[src/rtl/rv3n_muldiv_issue.sv]
// Issue side of the func_muldiv req/ack interface: in-order op queue, in-flight tag FIFO,
// registered register-file writeback and a pending-destination mask for the dispatch scoreboard.
module rv3n_muldiv_issue #(
  parameter int XLEN     = 32,
  parameter int QDEPTH   = 2,
  parameter int INFLIGHT = 2
) (
  input  logic            clk,
  input  logic            rst,
  input  logic            in_valid,
  output logic            in_ready,
  input  logic [2:0]      in_para,
  input  logic [4:0]      in_rd,
  input  logic [XLEN-1:0] in_pc,
  input  logic [XLEN-1:0] in_op0,
  input  logic [XLEN-1:0] in_op1,
  input  logic            flush,
  output logic            func_muldiv_req_valid,
  output logic [7:0]      func_muldiv_req_para,
  output logic [12:0]     func_muldiv_req_imm,
  output logic [XLEN-1:0] func_muldiv_req_pc,
  output logic [XLEN-1:0] func_muldiv_req_operand0,
  output logic [XLEN-1:0] func_muldiv_req_operand1,
  input  logic            func_muldiv_ack_valid,
  input  logic [XLEN-1:0] func_muldiv_ack_data,
  input  logic            func_muldiv_ack_busy,
  output logic            wb_valid,
  output logic [4:0]      wb_rd,
  output logic [XLEN-1:0] wb_data,
  output logic [31:0]     pend_mask,
  output logic            idle,
  output logic            err
);

  localparam int QPW = (QDEPTH > 1) ? $clog2(QDEPTH) : 1;
  localparam int QCW = $clog2(QDEPTH) + 1;
  localparam int TPW = (INFLIGHT > 1) ? $clog2(INFLIGHT) : 1;
  localparam int TCW = $clog2(INFLIGHT) + 1;
  localparam logic [QCW-1:0] QFULL = QCW'(QDEPTH);
  localparam logic [TCW-1:0] TFULL = TCW'(INFLIGHT);

  logic [2:0]      q_para_q [QDEPTH];
  logic [4:0]      q_rd_q   [QDEPTH];
  logic [XLEN-1:0] q_pc_q   [QDEPTH];
  logic [XLEN-1:0] q_op0_q  [QDEPTH];
  logic [XLEN-1:0] q_op1_q  [QDEPTH];
  logic [QDEPTH-1:0] q_vld_q;
  logic [QPW-1:0]  q_wptr_q, q_rptr_q, q_wptr_nxt, q_rptr_nxt;
  logic [QCW-1:0]  q_count_q, q_count_d;

  logic [4:0]        t_rd_q [INFLIGHT];
  logic [INFLIGHT-1:0] t_kill_q;
  logic [INFLIGHT-1:0] t_vld_q;
  logic [TPW-1:0]    t_wptr_q, t_rptr_q, t_wptr_nxt, t_rptr_nxt;
  logic [TCW-1:0]    t_count_q, t_count_d;

  logic            wb_valid_q, wb_valid_d;
  logic [4:0]      wb_rd_q;
  logic [XLEN-1:0] wb_data_q;
  logic            err_q;

  logic q_push, issue, t_pop;

  assign in_ready = (q_count_q < QFULL);
  assign q_push   = in_valid & in_ready & ~flush;
  assign issue    = (q_count_q != '0) & ~func_muldiv_ack_busy & (t_count_q < TFULL) & ~flush;
  assign t_pop    = func_muldiv_ack_valid & (t_count_q != '0);

  assign q_wptr_nxt = (q_wptr_q == QPW'(QDEPTH - 1)) ? '0 : q_wptr_q + 1'b1;
  assign q_rptr_nxt = (q_rptr_q == QPW'(QDEPTH - 1)) ? '0 : q_rptr_q + 1'b1;
  assign t_wptr_nxt = (t_wptr_q == TPW'(INFLIGHT - 1)) ? '0 : t_wptr_q + 1'b1;
  assign t_rptr_nxt = (t_rptr_q == TPW'(INFLIGHT - 1)) ? '0 : t_rptr_q + 1'b1;

  // Request fields always come from the head slot, which is reset, so they never carry X.
  assign func_muldiv_req_valid    = issue;
  assign func_muldiv_req_para     = {5'b0, q_para_q[q_rptr_q]};
  assign func_muldiv_req_imm      = '0;
  assign func_muldiv_req_pc       = q_pc_q[q_rptr_q];
  assign func_muldiv_req_operand0 = q_op0_q[q_rptr_q];
  assign func_muldiv_req_operand1 = q_op1_q[q_rptr_q];

  always_comb begin
    q_count_d = q_count_q;
    if (flush) begin
      q_count_d = '0;
    end else begin
      q_count_d = q_count_q + QCW'(q_push) - QCW'(issue);
    end
  end

  always_comb begin
    t_count_d = t_count_q + TCW'(issue) - TCW'(t_pop);
  end

  always_ff @(posedge clk or negedge rst) begin
    if (!rst) begin
      for (int i = 0; i < QDEPTH; i++) begin
        q_para_q[i] <= '0;
        q_rd_q[i]   <= '0;
        q_pc_q[i]   <= '0;
        q_op0_q[i]  <= '0;
        q_op1_q[i]  <= '0;
      end
      q_vld_q   <= '0;
      q_wptr_q  <= '0;
      q_rptr_q  <= '0;
      q_count_q <= '0;
    end else if (flush) begin
      q_vld_q   <= '0;
      q_wptr_q  <= '0;
      q_rptr_q  <= '0;
      q_count_q <= q_count_d;
    end else begin
      if (q_push) begin
        q_para_q[q_wptr_q] <= in_para;
        q_rd_q[q_wptr_q]   <= in_rd;
        q_pc_q[q_wptr_q]   <= in_pc;
        q_op0_q[q_wptr_q]  <= in_op0;
        q_op1_q[q_wptr_q]  <= in_op1;
        q_vld_q[q_wptr_q]  <= 1'b1;
        q_wptr_q           <= q_wptr_nxt;
      end
      if (issue) begin
        q_vld_q[q_rptr_q] <= 1'b0;
        q_rptr_q          <= q_rptr_nxt;
      end
      q_count_q <= q_count_d;
    end
  end

  // The unit cannot be cancelled, so a flush only marks in-flight tags; their acks still pop.
  always_ff @(posedge clk or negedge rst) begin
    if (!rst) begin
      for (int i = 0; i < INFLIGHT; i++) begin
        t_rd_q[i] <= '0;
      end
      t_kill_q  <= '0;
      t_vld_q   <= '0;
      t_wptr_q  <= '0;
      t_rptr_q  <= '0;
      t_count_q <= '0;
    end else begin
      if (flush) begin
        t_kill_q <= '1;
      end
      if (issue) begin
        t_rd_q[t_wptr_q]   <= q_rd_q[q_rptr_q];
        t_kill_q[t_wptr_q] <= 1'b0;
        t_vld_q[t_wptr_q]  <= 1'b1;
        t_wptr_q           <= t_wptr_nxt;
      end
      if (t_pop) begin
        t_vld_q[t_rptr_q] <= 1'b0;
        t_rptr_q          <= t_rptr_nxt;
      end
      t_count_q <= t_count_d;
    end
  end

  assign wb_valid_d = t_pop & ~t_kill_q[t_rptr_q] & (t_rd_q[t_rptr_q] != 5'd0) & ~flush;

  always_ff @(posedge clk or negedge rst) begin
    if (!rst) begin
      wb_valid_q <= 1'b0;
      wb_rd_q    <= '0;
      wb_data_q  <= '0;
      err_q      <= 1'b0;
    end else begin
      wb_valid_q <= wb_valid_d;
      if (wb_valid_d) begin
        wb_rd_q   <= t_rd_q[t_rptr_q];
        wb_data_q <= func_muldiv_ack_data;
      end
      if (func_muldiv_ack_valid && (t_count_q == '0)) begin
        err_q <= 1'b1;
      end
    end
  end

  assign wb_valid = wb_valid_q;
  assign wb_rd    = wb_rd_q;
  assign wb_data  = wb_data_q;
  assign err      = err_q;
  assign idle     = (q_count_q == '0) & (t_count_q == '0);

  // x0 is never a real hazard, so bit 0 stays clear even if rd=0 ops are outstanding.
  always_comb begin
    pend_mask = '0;
    for (int i = 0; i < QDEPTH; i++) begin
      if (q_vld_q[i]) begin
        pend_mask[q_rd_q[i]] = 1'b1;
      end
    end
    for (int i = 0; i < INFLIGHT; i++) begin
      if (t_vld_q[i] && !t_kill_q[i]) begin
        pend_mask[t_rd_q[i]] = 1'b1;
      end
    end
    pend_mask[0] = 1'b0;
  end

endmodule
[config.mk]
export PLATFORM = sky130hd
export DESIGN_NAME = rv3n_muldiv_issue
export DESIGN_NICKNAME = d
export VERILOG_FILES = /design/src/rtl/rv3n_muldiv_issue.sv
export SDC_FILE = /design/constraint.sdc
export NUM_CORES = 1
export LEC_CHECK = 0
export ABC_AREA = 1
export BUFFER_PORTS_ARGS = -buffer_cell sky130_fd_sc_hd__buf_2
export CAP_MARGIN = 20
export CORE_ASPECT_RATIO = 0.7
export CORE_MARGIN = 3
export CORE_UTILIZATION = 54
export CTS_CLUSTER_DIAMETER = 60
export CTS_CLUSTER_SIZE = 16
export DETAILED_ROUTE_END_ITERATION = 8
export PLACE_DENSITY_LB_ADDON = 0.3
export SLEW_MARGIN = 15
export SYNTH_ARGS = -nofsm -noshare
export SYNTH_HDL_FRONTEND = slang
export SYNTH_SLANG_ARGS = --single-unit
[constraint.sdc]
create_clock -name clk -period 2 [get_ports clk]
set_input_delay 0.4 -clock clk [delete_from_list [all_inputs] [get_ports clk]]
set_output_delay 0.4 -clock clk [all_outputs]
set_load 0.01 [all_outputs]
==> results.txt, run 1 <==
Cell Count Post-Placement -> 2,212
Placed cell area -> 15,100 sq um
Setup slack of the worst register-to-register path -> 0.15 ns
Type of the most critical hold path -> in -> reg
Maximum number of pins on one net before global-route repair -> 76
Most instantiated flip-flop cell in the synthesis netlist -> dfrtp_1
Number of global-route vias before repair -> 11,600
Combinational cell fraction of total power -> 41.8%
Critical path fanouts, max -> 7
Total Power Consumption -> 22.2 mW
DRT Pass-1 Iters -> 6
Post-synthesis instance area -> 13,200 sq um
Clock input transition at the sequential cells of the worst setup and hold paths -> 0.07 ns
Violated checks -> setup timing
Max VDD drop -> 0.000871 V
Crit path setup slack, layout -> -0.216 ns
Unrepaired setup endpoints after global routing -> yes
Initial antenna violation count -> 4
Worst hold path cell count -> 3
Antenna viol nets, final -> 0
Number of synthesized flops with an enable pin -> 0
Die X-Extent -> 193 microns
Half-perimeter wire length of the detailed placement result -> 25.9 mm
Internal power -> 13.5 mW
Final core utilization -> 79.4%
Total negative slack -> -19.05 ns
Sequential-to-total area share from yosys stat -> 51.3%
Avg Synthesized Cell Area -> 8.15 sq um
Global-route wire length before repair -> 63.5 mm
Required time worst endpoint -> 1.60 ns
Final-layout worst hold slack -> 0.103 ns
Layout cells sized above 1 -> 45.5%
Post-detailed-route wirelength per cell -> 19.7 microns
Number of violations of the max-capacitance limit -> 0
Worst Path Class, Setup -> reg -> out
Net Sw Frac -> 39.5%
Area growth from synthesis to layout -> 43.5%
Fin area -> 19,000 sq um
Buffers added on ports -> 313
Num ports -> 333
Final Instance Count excl. Fillers -> 2,334
H-tree level count -> 1
Overall overflow remaining after global route -> 0
Worst skew pair latency -> 0.52 ns
Path depth of the worst reg2reg path -> 7
Reg power frac -> 40.8%
Count of fill cells added during filler insertion -> 1,528
Total count of max-transition violations in the final report -> 0
Die outline area -> 26,400 sq um
Arrival time of data at the critical path endpoint -> 1.82 ns
Setup violation total in the final timing report -> 130
Final hold violation count -> 0
Post-route clock period utilization -> 111%
End point of the most critical hold path -> wb_data[1]$_DFFE_PN0P_
Status -> finished with violations
Core area -> 23,900 sq um
Maximum clock rate -> 0.451 GHz
Maximum count of clock buffers along a single path -> 3
Final Net Count -> 2,154
Final RePlAce weighted congestion -> 0.997
Period minus WS final -> 2.22 ns
Vias after detailed routing -> 12,900
Clock root buffer master -> clkbuf_16
Number of rows in the core area -> 47
First-iteration detailed-routing DRC count -> 1,148
Fraction of power consumed by the clock network -> 17.5%
Cell area power density -> 1170 nW/um^2
Worst-case headroom to the max-slew limit -> 64.6%
Worst flop-to-flop path endpoint -> q_op1_q[39]$_DFFE_PN0P_
Die height -> 137 microns
Switching power total -> 8.79 mW
Final clock skew -> 0.0212 ns
Clock tree from TritonCTS -> done
Number of warnings reported in the yosys synthesis log -> 0
CP Capture Type -> primary output
RR Startpoint -> q_count_q[1]$_DFF_PN0_
Number of distinct library cells after synthesis -> 34
Mapped Cells -> 1,621
Kind of start point of the critical path -> flop
Post-synthesis sequential element count -> 271
Source of the worst hold timing path -> func_muldiv_ack_data[1]
GRT Util Overall -> 30.8%
# clock sinks -> 271
Inserted Clock Buffers -> 21
Worst Tran Pin Value -> 0.531 ns
Initial Util -> 55.4%
Leakage -> 10.1 nW
Ratio of routed vias to standard cells -> 5.54
Share of flip-flops with an asynchronous set or reset -> 100%
Setup WS pre-CTS -> 0.0990 ns
Overall routed net length -> 45.9 mm
DRC violation count after routing -> 0
-- cell families after synthesis --
logic type      count (synthesis)  synth area share (%)
simple gates                  783                  23.5
compound gates                294                  14.5
flops                         271                  51.3
buf+inv                       264                  9.95
xor+xnor                        4                 0.265
fa+ha+maj                       4                 0.379
other cells                     1                0.0284
-- worst max path at each step --
stage / to / from / slack, ns / cells after the start
CTS: pend_mask[8] / t_kill_q[0]$_DFF_PN0_ / -0.19 / 7
global route: pend_mask[26] / t_kill_q[1]$_DFF_PN0_ / -0.27 / 7
finish: pend_mask[8] / t_kill_q[0]$_DFF_PN0_ / -0.22 / 7
global placement: pend_mask[3] / t_kill_q[1]$_DFF_PN0_ / 0.13 / 5
detailed placement: pend_mask[8] / t_kill_q[1]$_DFF_PN0_ / 0.1 / 4
floorplan: q_count_q[1]$_DFF_PN0_ / q_count_q[1]$_DFF_PN0_ / 0.26 / 8
-- per-layer routing --
metal | global-route usage, % | part of all wire [%]
met5 | 0 | 0.059
met4 | 7.51 | 2.8
met3 | 7.73 | 9.7
met2 | 46.2 | 46
met1 | 45.2 | 41
-- state kept, by name (all words and copies together) (netlist names), 5 cells and up --
register,cells
q_rd_q,10
q_para_q,6
wb_data,32
wb_rd,5
q_op1_q,64
q_op0_q,64
q_pc_q,64
t_rd_q,10
-- power by group through the flow --
stage                     Clock (mW)  Combinational (mW)  Sequential (mW)
after floorplan                    0                3.87             8.51
after global placement             0                6.20             8.50
after detailed placement           0                6.36             8.59
after CTS                       3.90                7.60             8.66
after global routing            4.14                10.0             9.24
final                           3.89                9.29             9.07
-- placed cells by master, fill, tap and decap left out, drive strengths merged, types with 3 or more instances in the layout --
master / netlist / layout
clkbuf: 32 / 33
nor3: 5 / 5
inv: 162 / 164
ha: 4 / 4
or2: 11 / 11
o211ai: 16 / 16
o221ai: 4 / 4
a21oi: 23 / 23
diode: 0 / 4
dfrtp: 271 / 271
buf: 70 / 437
o21ai: 232 / 232
conb: 1 / 19
nand3: 83 / 83
xnor2: 3 / 3
o22ai: 16 / 16
nand2: 638 / 638
nor2: 44 / 44
-- final cells by class --
cell class	instances	area, sq um	share of cell area, %
sequential	271	6800	35.9
tap	318	398	2.10
antenna	4	10.0	0.0528
clock buffer	24	537	2.83
multi-input combinational	1104	6580	34.7
clock inverter	3	26.3	0.139
inverter	162	636	3.35
timing repair buffer	448	3970	20.9
-- synth_stat cells, types with 3 or more instances --
cell	count	share of area, %
nand2_1	637	18
buf_6	26	2.2
o21ai_1	11	0.42
xnor2_1	3	0.20
clkbuf_1	31	0.88
inv_1	160	4.5
nand3_1	82	3.1
o21ai_0	124	4.7
buf_2	15	0.57
buf_4	29	1.6
or2_2	10	0.47
nor3_1	3	0.11
a21oi_1	23	0.87
o22ai_1	16	0.76
o221ai_1	4	0.27
o21ai_2	97	6.4
ha_1	4	0.38
nor2_1	43	1.2
o211ai_1	16	0.91
dfrtp_1	271	51
-- timing repair --
| item | 4_1_cts | 5_1_grt |
|---|---|---|
| endpoints found under the setup margin | 132 | 132 |
| endpoints found under the hold margin | 35 | 0 |
| hold buffers | 1 | 0 |
| setup buffers | 41 | 30 |
| gates cloned | 22 | 11 |
| pin swaps | 41 | 64 |
| resized for setup | 217 | 385 |
-- worst max-delay path, cell delays in order (launching register included) --
cell	delay [ns]
dfrtp_1	0.41
nor2_4	0.19
nand2_2	0.08
nor2_2	0.12
buf_6	0.16
nand2_2	0.05
o211ai_1	0.11
buf_2	0.18
(Power assumes the default switching activity.)
==> inputs of run 2 (changes only) <==
--- a/config.mk
+++ b/config.mk
@@ -15,6 +15,7 @@
 export CTS_CLUSTER_SIZE = 16
 export DETAILED_ROUTE_END_ITERATION = 8
 export PLACE_DENSITY_LB_ADDON = 0.3
+export SETUP_SLACK_MARGIN = 0.15
 export SLEW_MARGIN = 15
 export SYNTH_ARGS = -nofsm -noshare
 export SYNTH_HDL_FRONTEND = slang
==> results.txt, run 2 (same netlist as run 1, synthesis figures left out) <==
Inserted Clock Buffers -> 21
RR Startpoint -> t_count_q[1]$_DFF_PN0_
Leakage -> 9.70 nW
Maximum clock rate -> 0.448 GHz
Unrepaired setup endpoints after global routing -> yes
H-tree level count -> 1
Final clock skew -> 0.0207 ns
End point of the most critical hold path -> wb_data[1]$_DFFE_PN0P_
Cell Count Post-Placement -> 2,212
Worst skew pair latency -> 0.52 ns
Half-perimeter wire length of the detailed placement result -> 25.9 mm
Area growth from synthesis to layout -> 37.5%
Antenna viol nets, final -> 0
Maximum count of clock buffers along a single path -> 3
Cell area power density -> 1170 nW/um^2
Leading cell types in the layout, fill and taps excluded -> nand2_1, buf_2, dfrtp_1
Number of violations of the max-capacitance limit -> 0
Clock tree from TritonCTS -> done
Final-layout worst hold slack -> 0.107 ns
Core area -> 23,900 sq um
Kind of start point of the critical path -> flop
Global-route wire length before repair -> 63.8 mm
Setup violation total in the final timing report -> 130
Initial antenna violation count -> 5
Num ports -> 333
Arrival time of data at the critical path endpoint -> 1.83 ns
Most common cell after layout, fill and taps aside -> nand2_1
Die height -> 137 microns
Total count of max-transition violations in the final report -> 0
Overall overflow remaining after global route -> 0
Crit path setup slack, layout -> -0.230 ns
Buffers added on ports -> 313
Worst flop-to-flop path endpoint -> t_count_q[1]$_DFF_PN0_
Number of rows in the core area -> 47
Buffering stage count on the worst path with inverters included -> 3
# clock sinks -> 271
DRT Pass-1 Iters -> 5
Critical path fanouts, max -> 8
CP max stage delay -> 0.40 ns
Post-route clock period utilization -> 112%
Highest-delay cell along the critical path -> dfrtp_1
GRT Util Overall -> 31.0%
Clock input transition at the sequential cells of the worst setup and hold paths -> 0.07 ns
Maximum number of pins on one net before global-route repair -> 76
Final hold violation count -> 0
DRC violation count after routing -> 0
Ratio of routed vias to standard cells -> 5.41
Total negative slack -> -18.41 ns
Number of global-route vias before repair -> 11,700
Worst Path Class, Setup -> reg -> out
Overall routed net length -> 43.4 mm
Type of the most critical hold path -> in -> reg
Crit path cell chain -> inv_2 > nor2_4 > buf_4 > nand3_4 > o22ai_1 > or2_2 > buf_2
Initial Util -> 55.4%
Required time worst endpoint -> 1.60 ns
Count of fill cells added during filler insertion -> 1,703
Final RePlAce weighted congestion -> 0.997
Setup slack of the worst register-to-register path -> 0.21 ns
Final Instance Count excl. Fillers -> 2,332
Status -> finished with violations
Kind of cell with the highest combined delay on the critical path -> simple AND/OR/NAND/NOR gates
Path depth of the worst reg2reg path -> 6
Clock root buffer master -> clkbuf_16
Vias after detailed routing -> 12,600
Source of the worst hold timing path -> func_muldiv_ack_data[1]
Post-detailed-route wirelength per cell -> 18.6 microns
CP Capture Type -> primary output
Period minus WS final -> 2.23 ns
Top flop regs -> q_op0_q (64), q_op1_q (64), q_pc_q (64)
Max VDD drop -> 0.000766 V
Layout cells sized above 1 -> 40.3%
Final Net Count -> 2,153
Violated checks -> setup timing
Die X-Extent -> 193 microns
Worst hold path cell count -> 3
First-iteration detailed-routing DRC count -> 1,156
Die outline area -> 26,400 sq um
run 2: what timing repair did:
| action | in CTS | in global routing |
|---|---|---|
| pin swaps | 44 | 9 |
| gates resized for setup | 241 | 141 |
| setup endpoints to repair | 132 | 150 |
| hold endpoints to repair | 35 | 0 |
| cloned | 22 | 4 |
| hold buffers | 1 | 0 |
| buffers inserted | 42 | 21 |
run 2: how the worst max path moves through the flow:
stage | cells past startpoint | slack, ns | to | start
detailed placement | 4 | 0.1 | pend_mask[8] | t_kill_q[1]$_DFF_PN0_
finish | 7 | -0.23 | pend_mask[11] | t_vld_q[1]$_DFF_PN0_
floorplan | 8 | 0.26 | q_count_q[1]$_DFF_PN0_ | q_count_q[1]$_DFF_PN0_
global route | 6 | -0.27 | pend_mask[15] | t_kill_q[0]$_DFF_PN0_
CTS | 7 | -0.19 | pend_mask[8] | t_kill_q[0]$_DFF_PN0_
global placement | 5 | 0.13 | pend_mask[3] | t_kill_q[1]$_DFF_PN0_
run 2: worst register-to-register path, delay by kind of cell, from the launching register on:
family | cells | cell delay [ns]
adder cells (fa/ha/maj) | 2 | 0.50
flip-flops | 1 | 0.46
AO/OA/AOI/OAI | 1 | 0.37
buffers and inverters | 2 | 0.22
XOR/XNOR | 1 | 0.16
run 2: routing by layer:
layer,routed length [microns],track usage [%]
met5,43,0
met4,965,7.83
met3,3910,7.78
met2,19800,46.4
met1,18700,45.4
run 2: area by class of cell:
cell class | instances | area (sq um) | share of cell area (%)
sequential | 271 | 6800 | 37.5
multi-input combinational | 1105 | 5990 | 32.9
timing repair buffer | 446 | 3770 | 20.8
inverter | 162 | 636 | 3.50
clock buffer | 24 | 537 | 2.95
tap | 318 | 398 | 2.19
clock inverter | 3 | 26.3 | 0.145
antenna | 3 | 7.51 | 0.0413
run 2: where the power goes:
group          leakage (nW)  total, mW  internal [mW]  switching (mW)
registers              3.35       8.81           7.39            1.42
clock network         0.276       3.85           1.91            1.94
logic                  6.08       8.55           3.72            4.83
run 2: stage by stage:
stage,util (%),setup WS (ns),total power [mW],cell area [sq um]
2_1_floorplan,-,0.257,12.4,13300
3_3_place_gp,63.1,0.126,14.7,15100
3_5_place_dp,63.1,0.0990,14.9,15100
4_1_cts,73.0,-0.190,20.3,17400
5_1_grt,76.1,-0.274,22.4,18200
6_report,76.1,-0.230,21.2,18200
